**config.mk**
```make
export PLATFORM = sky130hd
export DESIGN_NAME = noc_link_relay
export DESIGN_NICKNAME = d
export VERILOG_FILES = /design/src/rtl/noc_link_pkg.sv /design/src/rtl/noc_link_fifo.sv /design/src/rtl/noc_link_relay.sv
export SDC_FILE = /design/constraint.sdc
export NUM_CORES = 1
export LEC_CHECK = 0
export CORE_UTILIZATION = 63
export DETAILED_ROUTE_END_ITERATION = 12
export PLACE_DENSITY_LB_ADDON = 0.25
export SYNTH_ARGS = -nofsm -noshare
export SYNTH_HDL_FRONTEND = slang
export SYNTH_SLANG_ARGS = --single-unit
export TNS_END_PERCENT = 100
```
**constraint.sdc**
```tcl
create_clock -name clk_noc -period 20.8 [get_ports clk_noc]
set_input_delay 5.2 -clock clk_noc [delete_from_list [all_inputs] [get_ports clk_noc]]
set_output_delay 5.2 -clock clk_noc [all_outputs]
set_load 0.02 [all_outputs]
```
**src/rtl/noc_link_pkg.sv**
```systemverilog
// Shared constants and helpers for the NoC link relay stage and its FIFO.
package noc_link_pkg;

    localparam int FLIT_WIDTH_DEF   = 64;
    localparam int DEST_WIDTH_DEF   = 6;
    localparam int OUT_PIPELINE_MAX = 4;

    // Width needed to hold any value 0..max(a,b) inclusive.
    function automatic int cnt_width(input int a, input int b);
        int m;
        m = (a > b) ? a : b;
        return $clog2(m + 1);
    endfunction

endpackage

```
**src/rtl/noc_link_fifo.sv**
```systemverilog
// Synchronous FIFO for the link relay; accepts a push while full when a pop happens in the same cycle.
module noc_link_fifo
    import noc_link_pkg::*;
#(
    parameter int WIDTH     = 71,
    parameter int DEPTH     = 8,
    parameter int CNT_WIDTH = 4
) (
    input  logic                 clk,
    input  logic                 rst_n,
    input  logic                 push,
    input  logic                 pop,
    input  logic [WIDTH-1:0]     wdata,
    output logic [WIDTH-1:0]     rdata,
    output logic                 full,
    output logic                 empty,
    output logic [CNT_WIDTH-1:0] count
);

    localparam int PTR_W = (DEPTH > 1) ? $clog2(DEPTH) : 1;

    logic [WIDTH-1:0]     mem_r [DEPTH];
    logic [PTR_W-1:0]     wr_ptr_r;
    logic [PTR_W-1:0]     rd_ptr_r;
    logic [CNT_WIDTH-1:0] count_r;
    logic                 full_s;
    logic                 empty_s;
    logic                 do_push_s;
    logic                 do_pop_s;

    // Qualify push/pop against the current fill level.
    always_comb begin
        full_s    = 1'b0;
        empty_s   = 1'b0;
        do_push_s = 1'b0;
        do_pop_s  = 1'b0;
        full_s    = (count_r == CNT_WIDTH'(DEPTH));
        empty_s   = (count_r == {CNT_WIDTH{1'b0}});
        do_pop_s  = pop && !empty_s;
        do_push_s = push && (!full_s || do_pop_s);
    end

    // Storage array; contents need no reset since count gates every read.
    always_ff @(posedge clk) begin
        if (do_push_s) begin
            mem_r[wr_ptr_r] <= wdata;
        end else begin
            mem_r[wr_ptr_r] <= mem_r[wr_ptr_r];
        end
    end

    // Pointers and fill count; DEPTH is a power of two so pointers wrap naturally.
    always_ff @(posedge clk) begin
        if (!rst_n) begin
            wr_ptr_r <= {PTR_W{1'b0}};
            rd_ptr_r <= {PTR_W{1'b0}};
            count_r  <= {CNT_WIDTH{1'b0}};
        end else begin
            if (do_push_s) begin
                wr_ptr_r <= wr_ptr_r + PTR_W'(1);
            end
            if (do_pop_s) begin
                rd_ptr_r <= rd_ptr_r + PTR_W'(1);
            end
            case ({do_push_s, do_pop_s})
                2'b10:   count_r <= count_r + CNT_WIDTH'(1);
                2'b01:   count_r <= count_r - CNT_WIDTH'(1);
                default: count_r <= count_r;
            endcase
        end
    end

    assign rdata = mem_r[rd_ptr_r];
    assign full  = full_s;
    assign empty = empty_s;
    assign count = count_r;

endmodule

```
**src/rtl/noc_link_relay.sv**
```systemverilog
// Credit-terminating relay on a router-to-router link: buffers flits, returns upstream
// credits on dequeue, and tracks its own credits toward the downstream router.
module noc_link_relay
    import noc_link_pkg::*;
#(
    parameter int FLIT_WIDTH         = FLIT_WIDTH_DEF,
    parameter int DEST_WIDTH         = DEST_WIDTH_DEF,
    parameter int BUFFER_DEPTH       = 8,
    parameter int DOWNSTREAM_CREDITS = 8,
    parameter int OUT_PIPELINE       = 0,
    parameter int CNT_WIDTH          = cnt_width(BUFFER_DEPTH, DOWNSTREAM_CREDITS)
) (
    input  logic                  clk_noc,
    input  logic                  rst_n,
    input  logic [FLIT_WIDTH-1:0] data_in,
    input  logic [DEST_WIDTH-1:0] dest_in,
    input  logic                  is_tail_in,
    input  logic                  send_in,
    output logic                  credit_out,
    output logic [FLIT_WIDTH-1:0] data_out,
    output logic [DEST_WIDTH-1:0] dest_out,
    output logic                  is_tail_out,
    output logic                  send_out,
    input  logic                  credit_in,
    output logic [CNT_WIDTH-1:0]  occupancy,
    output logic [CNT_WIDTH-1:0]  credit_count,
    output logic                  overflow_err,
    output logic                  credit_err
);

    localparam int ENTRY_W = 1 + DEST_WIDTH + FLIT_WIDTH;
    localparam logic [CNT_WIDTH-1:0] CREDIT_MAX = CNT_WIDTH'(DOWNSTREAM_CREDITS);

    logic [ENTRY_W-1:0]    head_s;
    logic                  fifo_full_s;
    logic                  fifo_empty_s;
    logic [CNT_WIDTH-1:0]  fifo_count_s;
    logic                  pop_s;
    logic                  push_s;
    logic                  drop_s;

    logic [CNT_WIDTH-1:0]  credit_count_r;
    logic                  credit_out_r;
    logic                  overflow_err_r;
    logic                  credit_err_r;

    // Index 0 is the output register; higher indices are the optional retiming stages.
    logic [OUT_PIPELINE:0] pipe_send_r;
    logic                  pipe_tail_r [OUT_PIPELINE+1];
    logic [DEST_WIDTH-1:0] pipe_dest_r [OUT_PIPELINE+1];
    logic [FLIT_WIDTH-1:0] pipe_data_r [OUT_PIPELINE+1];

    // Pop whenever a flit and a downstream credit are both available; accept when room exists.
    always_comb begin
        pop_s  = 1'b0;
        push_s = 1'b0;
        drop_s = 1'b0;
        pop_s  = !fifo_empty_s && (credit_count_r != {CNT_WIDTH{1'b0}});
        push_s = send_in && (!fifo_full_s || pop_s);
        drop_s = send_in && !push_s;
    end

    noc_link_fifo #(
        .WIDTH     (ENTRY_W),
        .DEPTH     (BUFFER_DEPTH),
        .CNT_WIDTH (CNT_WIDTH)
    ) u_fifo (
        .clk   (clk_noc),
        .rst_n (rst_n),
        .push  (push_s),
        .pop   (pop_s),
        .wdata ({is_tail_in, dest_in, data_in}),
        .rdata (head_s),
        .full  (fifo_full_s),
        .empty (fifo_empty_s),
        .count (fifo_count_s)
    );

    // Downstream credit counter; a credit arriving while already full saturates and flags.
    always_ff @(posedge clk_noc) begin
        if (!rst_n) begin
            credit_count_r <= CREDIT_MAX;
            credit_err_r   <= 1'b0;
        end else begin
            case ({credit_in, pop_s})
                2'b10: begin
                    if (credit_count_r == CREDIT_MAX) begin
                        credit_err_r <= 1'b1;
                    end else begin
                        credit_count_r <= credit_count_r + CNT_WIDTH'(1);
                    end
                end
                2'b01:   credit_count_r <= credit_count_r - CNT_WIDTH'(1);
                default: credit_count_r <= credit_count_r;
            endcase
        end
    end

    // Upstream credit strobe and sticky overflow flag.
    always_ff @(posedge clk_noc) begin
        if (!rst_n) begin
            credit_out_r   <= 1'b0;
            overflow_err_r <= 1'b0;
        end else begin
            credit_out_r <= pop_s;
            if (drop_s) begin
                overflow_err_r <= 1'b1;
            end
        end
    end

    // Output register plus free-running shift pipeline; fields hold when no flit is loaded.
    always_ff @(posedge clk_noc) begin
        if (!rst_n) begin
            for (int i = 0; i <= OUT_PIPELINE; i++) begin
                pipe_send_r[i] <= 1'b0;
                pipe_tail_r[i] <= 1'b0;
                pipe_dest_r[i] <= {DEST_WIDTH{1'b0}};
                pipe_data_r[i] <= {FLIT_WIDTH{1'b0}};
            end
        end else begin
            pipe_send_r[0] <= pop_s;
            if (pop_s) begin
                {pipe_tail_r[0], pipe_dest_r[0], pipe_data_r[0]} <= head_s;
            end
            for (int i = 1; i <= OUT_PIPELINE; i++) begin
                pipe_send_r[i] <= pipe_send_r[i-1];
                pipe_tail_r[i] <= pipe_tail_r[i-1];
                pipe_dest_r[i] <= pipe_dest_r[i-1];
                pipe_data_r[i] <= pipe_data_r[i-1];
            end
        end
    end

    assign send_out     = pipe_send_r[OUT_PIPELINE];
    assign is_tail_out  = pipe_tail_r[OUT_PIPELINE];
    assign dest_out     = pipe_dest_r[OUT_PIPELINE];
    assign data_out     = pipe_data_r[OUT_PIPELINE];
    assign credit_out   = credit_out_r;
    assign occupancy    = fifo_count_s;
    assign credit_count = credit_count_r;
    assign overflow_err = overflow_err_r;
    assign credit_err   = credit_err_r;

endmodule

```
Word-level counts from Yosys, hierarchy flattened
Memory sizes are Yosys's and may differ from the RTL's. A register that Yosys moved wholly into a read port is not among the register bits.
Cells that the tools add are included.
Cells by class
  $add $sub $neg: 6
  eq/ne operators: 8
  mux-type cells: 7
  bitwise operators: 1
  reduce and logical (&&, ||, !) cells: 18
Operator list (count)
  $mux 71: 1
  $pmux 4 s2: 2
  $add 4x1->4 const B: 2
  $eq 4x4->1 const B: 2
  $sub 4x1->4 const B: 2
  $add 3x1->3 const B: 2
  $reduce_and 2->1: 3
  $logic_and 1x1->1: 5
  $eq 2x1->1 const B: 2
  $eq 2x2->1 const B: 2
  $logic_not 1->1: 4
  $logic_not 4->1: 1
  $mux 4: 1
  $reduce_bool 2->1: 2
  $reduce_bool 4->1: 1
  $mux 1: 3
  $logic_or 1x1->1: 2
  $ne 2x2->1 const B: 1
  $ne 0x0->1: 1
  $or 1x1->1: 1
Word-level totals
  bits in registers: 17
  RAM bits: 568
  input bits: 75
  output and inout port bits: 83
  word-level logic and storage cells: 48
  memories: 1
Memory list
  u_fifo.mem_r: depth 8, bits a word 71, read ports 1, clocked after memory_dff 1, write ports 1, RTL line noc_link_fifo.sv:22  | logic [WIDTH-1:0] mem_r [DEPTH];

Longest topological paths before layout
  word-level depth: 9
  mapped depth: 13
  gate-level depth less buffers: 10

Hierarchy
Synthesis repeated with hierarchy kept, for this count alone.
Second synthesis, totals
  cells, all modules: 1261
  area, all modules: 25410.6 um^2
By module, submodules not included
  noc_link_fifo: instances 1, cells each 904, area an instance 22007.4 um^2, sequential area each 17316.6 um^2
  noc_link_relay: instances 1, cells each 357, area an instance 3403.3 um^2, sequential area each 1561.5 um^2

Worst setup path before layout
OpenSTA, ideal clock, no wires.
  path type: input-to-reg
  start point: input port send_in
  end point: memory u_fifo.mem_r[0][0], enable pin
  setup time: 0.588 ns
  data arrival time: 10.459 ns
  required time: 20.212 ns
  slack: 9.753 ns
  stages: 3
  buffers on the path: 0
  cells stage by stage: o21ai_1 -> or2_2 -> nor3_1
Between the ends
  longest elaborated chain between the ends: 5
  elaborated cells on any way between the ends: 7
  classes of those cells: 3 x mux; 1 x bitwise; 3 x reduce/logical
RTL lines
  start: declaration: RTL line noc_link_relay.sv:18  | input logic send_in,
  $logic_and 1x1->1 *: RTL line noc_link_relay.sv:59  | push_s = send_in && (!fifo_full_s || pop_s);
  $logic_and 1x1->1 *: RTL line noc_link_fifo.sv:40  | do_push_s = push && (!full_s || do_pop_s);
  $mux 1 (on tied branches): RTL line noc_link_fifo.sv:45, noc_link_fifo.sv:48
  $mux 1 (implied by the code) or $reduce_and 2->1 (tied branches)
  $or 1x1->1 (no source line) *
  end: declaration: RTL line noc_link_fifo.sv:22
Mark *: on every way between the ends. The rest lies on a longest branch, timed or not.

Final worst setup path
  start point: input port send_in
  end point: memory u_fifo.mem_r[4][64], enable pin
The elaborated chain is that of the path after synthesis.

==> impl_metrics.env <==
export IMPL_outcome="complete, no violations"
export IMPL_worstMarginPinSlew_ps=1090
export IMPL_fin_crit_sh=0.373
export IMPL_rows=71
export IMPL_fin_setup_tns_ps=0
export IMPL_grt_pass1_vias=12600
export IMPL_async_reset_ff_frac=0
export IMPL_grt_pass1_wl_um=74600
export IMPL_critPathRequiredTime_ps=21040
export IMPL_synth_area_sq_um=24000
export IMPL_rsz0062_at_grt="no"
export IMPL_root_buffer="clkbuf_16"
export IMPL_clock_path_buffers=3
export IMPL_portBuffers=157
export IMPL_holdCritPathClass="register to register"
export IMPL_synth_cells=1175
export IMPL_layout_commonest_cell="edfxtp_1"
export IMPL_grt_usage=0.264
export IMPL_report_final_slew_viol_count=0
export IMPL_dpl_hpwl_um=25200
export IMPL_nets=1433
export IMPL_htreeDepth=2
export IMPL_cp_end_kind="register"
export IMPL_cts_tree="yes"
export IMPL_viasPerCell=6.27
export IMPL_overflow=0
export IMPL_cp_start_kind="input port"
export IMPL_skew_ps=23.2
export IMPL_num_io_pins=158
export IMPL_setup_viol=0
export IMPL_totalWireLength_um=49600
export IMPL_drive_gt1_frac=0.205
export IMPL_grt_max_degree=78
export IMPL_ir_worst_vdd_v=0.000110
export IMPL_p_comb_frac=0.245
export IMPL_syn_avg_cell_area_sq_um=20.4
export IMPL_synth_yosys_seq_area_share=0.783
export IMPL_crit_fanout=43
export IMPL_swShare=0.291
export IMPL_finalHoldViolations=0
export IMPL_synth_edff_count=568
export IMPL_p_int_w=0.00262
export IMPL_p_seq_frac=0.438
export IMPL_die_h_um=197
export IMPL_maxClockFrequency_mhz=129
export IMPL_rrSetupSlack_ps=16760
export IMPL_die_area_sq_um=38900
export IMPL_critPathKind="input port to register"
export IMPL_arrival_ps=7990
export IMPL_core_area_sq_um=37600
export IMPL_finalNonFillerCells=1915
export IMPL_slew_headroom=0.272
export IMPL_initial_utilization=0.639
export IMPL_power_density_nw_per_um2=130
export IMPL_cap_violations=0
export IMPL_antenna_found_initial=6
export IMPL_leakage_nw=9.04
export IMPL_drtAntennaViolNets=0
export IMPL_post_route_min_period_ps=7750
export IMPL_total_power_w=0.00370
export IMPL_clk_pin_slew_ps=60
export IMPL_clk_latency_ps=630
export IMPL_postCtsHoldBufs=0
export IMPL_clock_sinks=656
export IMPL_cts_repair_resized=0
export IMPL_vias=12000
export IMPL_placed_area_sq_um=26200
export IMPL_place_congestion=0.754
export IMPL_pwr_share_clk=0.318
export IMPL_final_util=0.754
export IMPL_design_area_sq_um=28300
export IMPL_die_width_um=197
export IMPL_synthDistinctLibCells=39
export IMPL_area_growth_pct=17.9
export IMPL_dr_pass1_iters=5
export IMPL_drtIter0Drc=1158
export IMPL_layout_cells_most_common_list="568 x edfxtp_1, 156 x clkdlybuf4s50_1, 142 x mux4_2"
export IMPL_switchingPower_w=0.00108
export IMPL_numCtsBuffers=61
export IMPL_synth_seq_cells=656
export IMPL_cts_setup_buffers=0
export IMPL_drc=0
export IMPL_post_drt_wl_per_cell_um=25.9
export IMPL_yosysWarnings=0
export IMPL_synth_fp_nets=1259
export IMPL_synthFlopType="edfxtp_1"
export IMPL_place_inst=1797
[path summary, 6_finish.rpt]
check | start | endpoint | cells past startpoint
max | send_in | u_fifo.mem_r[4][64] | 5
min | credit_err | credit_err | 2
max reg2reg | u_fifo.rd_ptr_r[0] | data_out[49] | 5
min reg2reg | credit_err | credit_err | 2
[metrics by stage]
stage	hold slack (ps)	setup slack, ps
after floorplan	461	9750
after global placement	447	12520
after detailed placement	468	12440
after CTS	482	13050
after global routing	510	12900
final	476	13050
[Yosys cell counts, drive strengths merged, types with 2 or more instances]
cell type  instances  area (sq um)
xor2               5          43.8
nor3               3          15.0
nand2              7          28.8
buf               37           193
nand3              3          15.0
and3               3          18.8
clkbuf            30           113
o21ai             74           370
nand2b             2          12.5
edfxtp           568         17100
or4                3          22.5
mux4             142          3200
a21oi              8          40.0
o211ai             3          22.5
fa                 2          40.0
o32ai              2          17.5
o22ai             71           444
inv                9          33.8
dfxtp             88          1760
ha                 7          87.6
nor2              92           345
xnor2              2          17.5
mux2i              2          20.0
[registers in the layout, summed over array words and instances, names as in the netlist, 3 cells and up]
| name | count |
|---|---|
| u_fifo.count | 4 |
| data_out | 64 |
| u_fifo.rd_ptr_r | 3 |
| u_fifo.wr_ptr_r | 3 |
| u_fifo.mem_r | 568 |
| dest_out | 6 |
| credit_count | 4 |
[power groups by stage]
stage                     sequential [W]  clock (W)  combinational, W
after floorplan                  0.00171          0          0.000494
after global placement           0.00164          0          0.000877
after detailed placement         0.00164          0          0.000895
after CTS                        0.00162    0.00119          0.000908
after global routing             0.00163    0.00124          0.000966
final                            0.00162    0.00117          0.000905
[routing by layer]
layer  global-route usage  vias up  part of all wire  routed length [um]
met5                    0        -           0.00063                  31
met1                0.363     6262              0.40               19800
li1                     -     5160                 -                   -
met2                0.435      500              0.51               25300
met4               0.0902        4             0.023                1150
met3               0.0447       84             0.066                3250
[critical path, stage by stage]
cell,delay (ps)
clkdlybuf4s50_1,560
o21ai_1,170
or2_2,430
nor2_4,870
buf_4,730
[cell type report]
cell class                      instances  area, sq um
Tap cell                              511          639
Multi-Input combinational cell        443         4940
Clock buffer                           75         1690
Clock inverter                         41          480
Timing Repair Buffer                  178         1720
Antenna cell                            2         5.00
Inverter                                9         33.8
Fill cell                            2044         9240
Sequential cell                       656        18800
[logic make-up (layout without fill, tap and decap cells)]
kind of cell,after synthesis,count (layout),share of synthesized area
multiplexers,144,144,0.134
XOR/XNOR,7,7,0.00255
AO/OA/AOI/OAI,163,163,0.0396
other,0,2,0
buffers and inverters,76,303,0.0141
flip-flops,656,656,0.783
adder cells (fa/ha/maj),9,9,0.00531
AND/OR/NAND/NOR,120,120,0.0214
No activity file was read; power rests on OpenSTA's default activity.
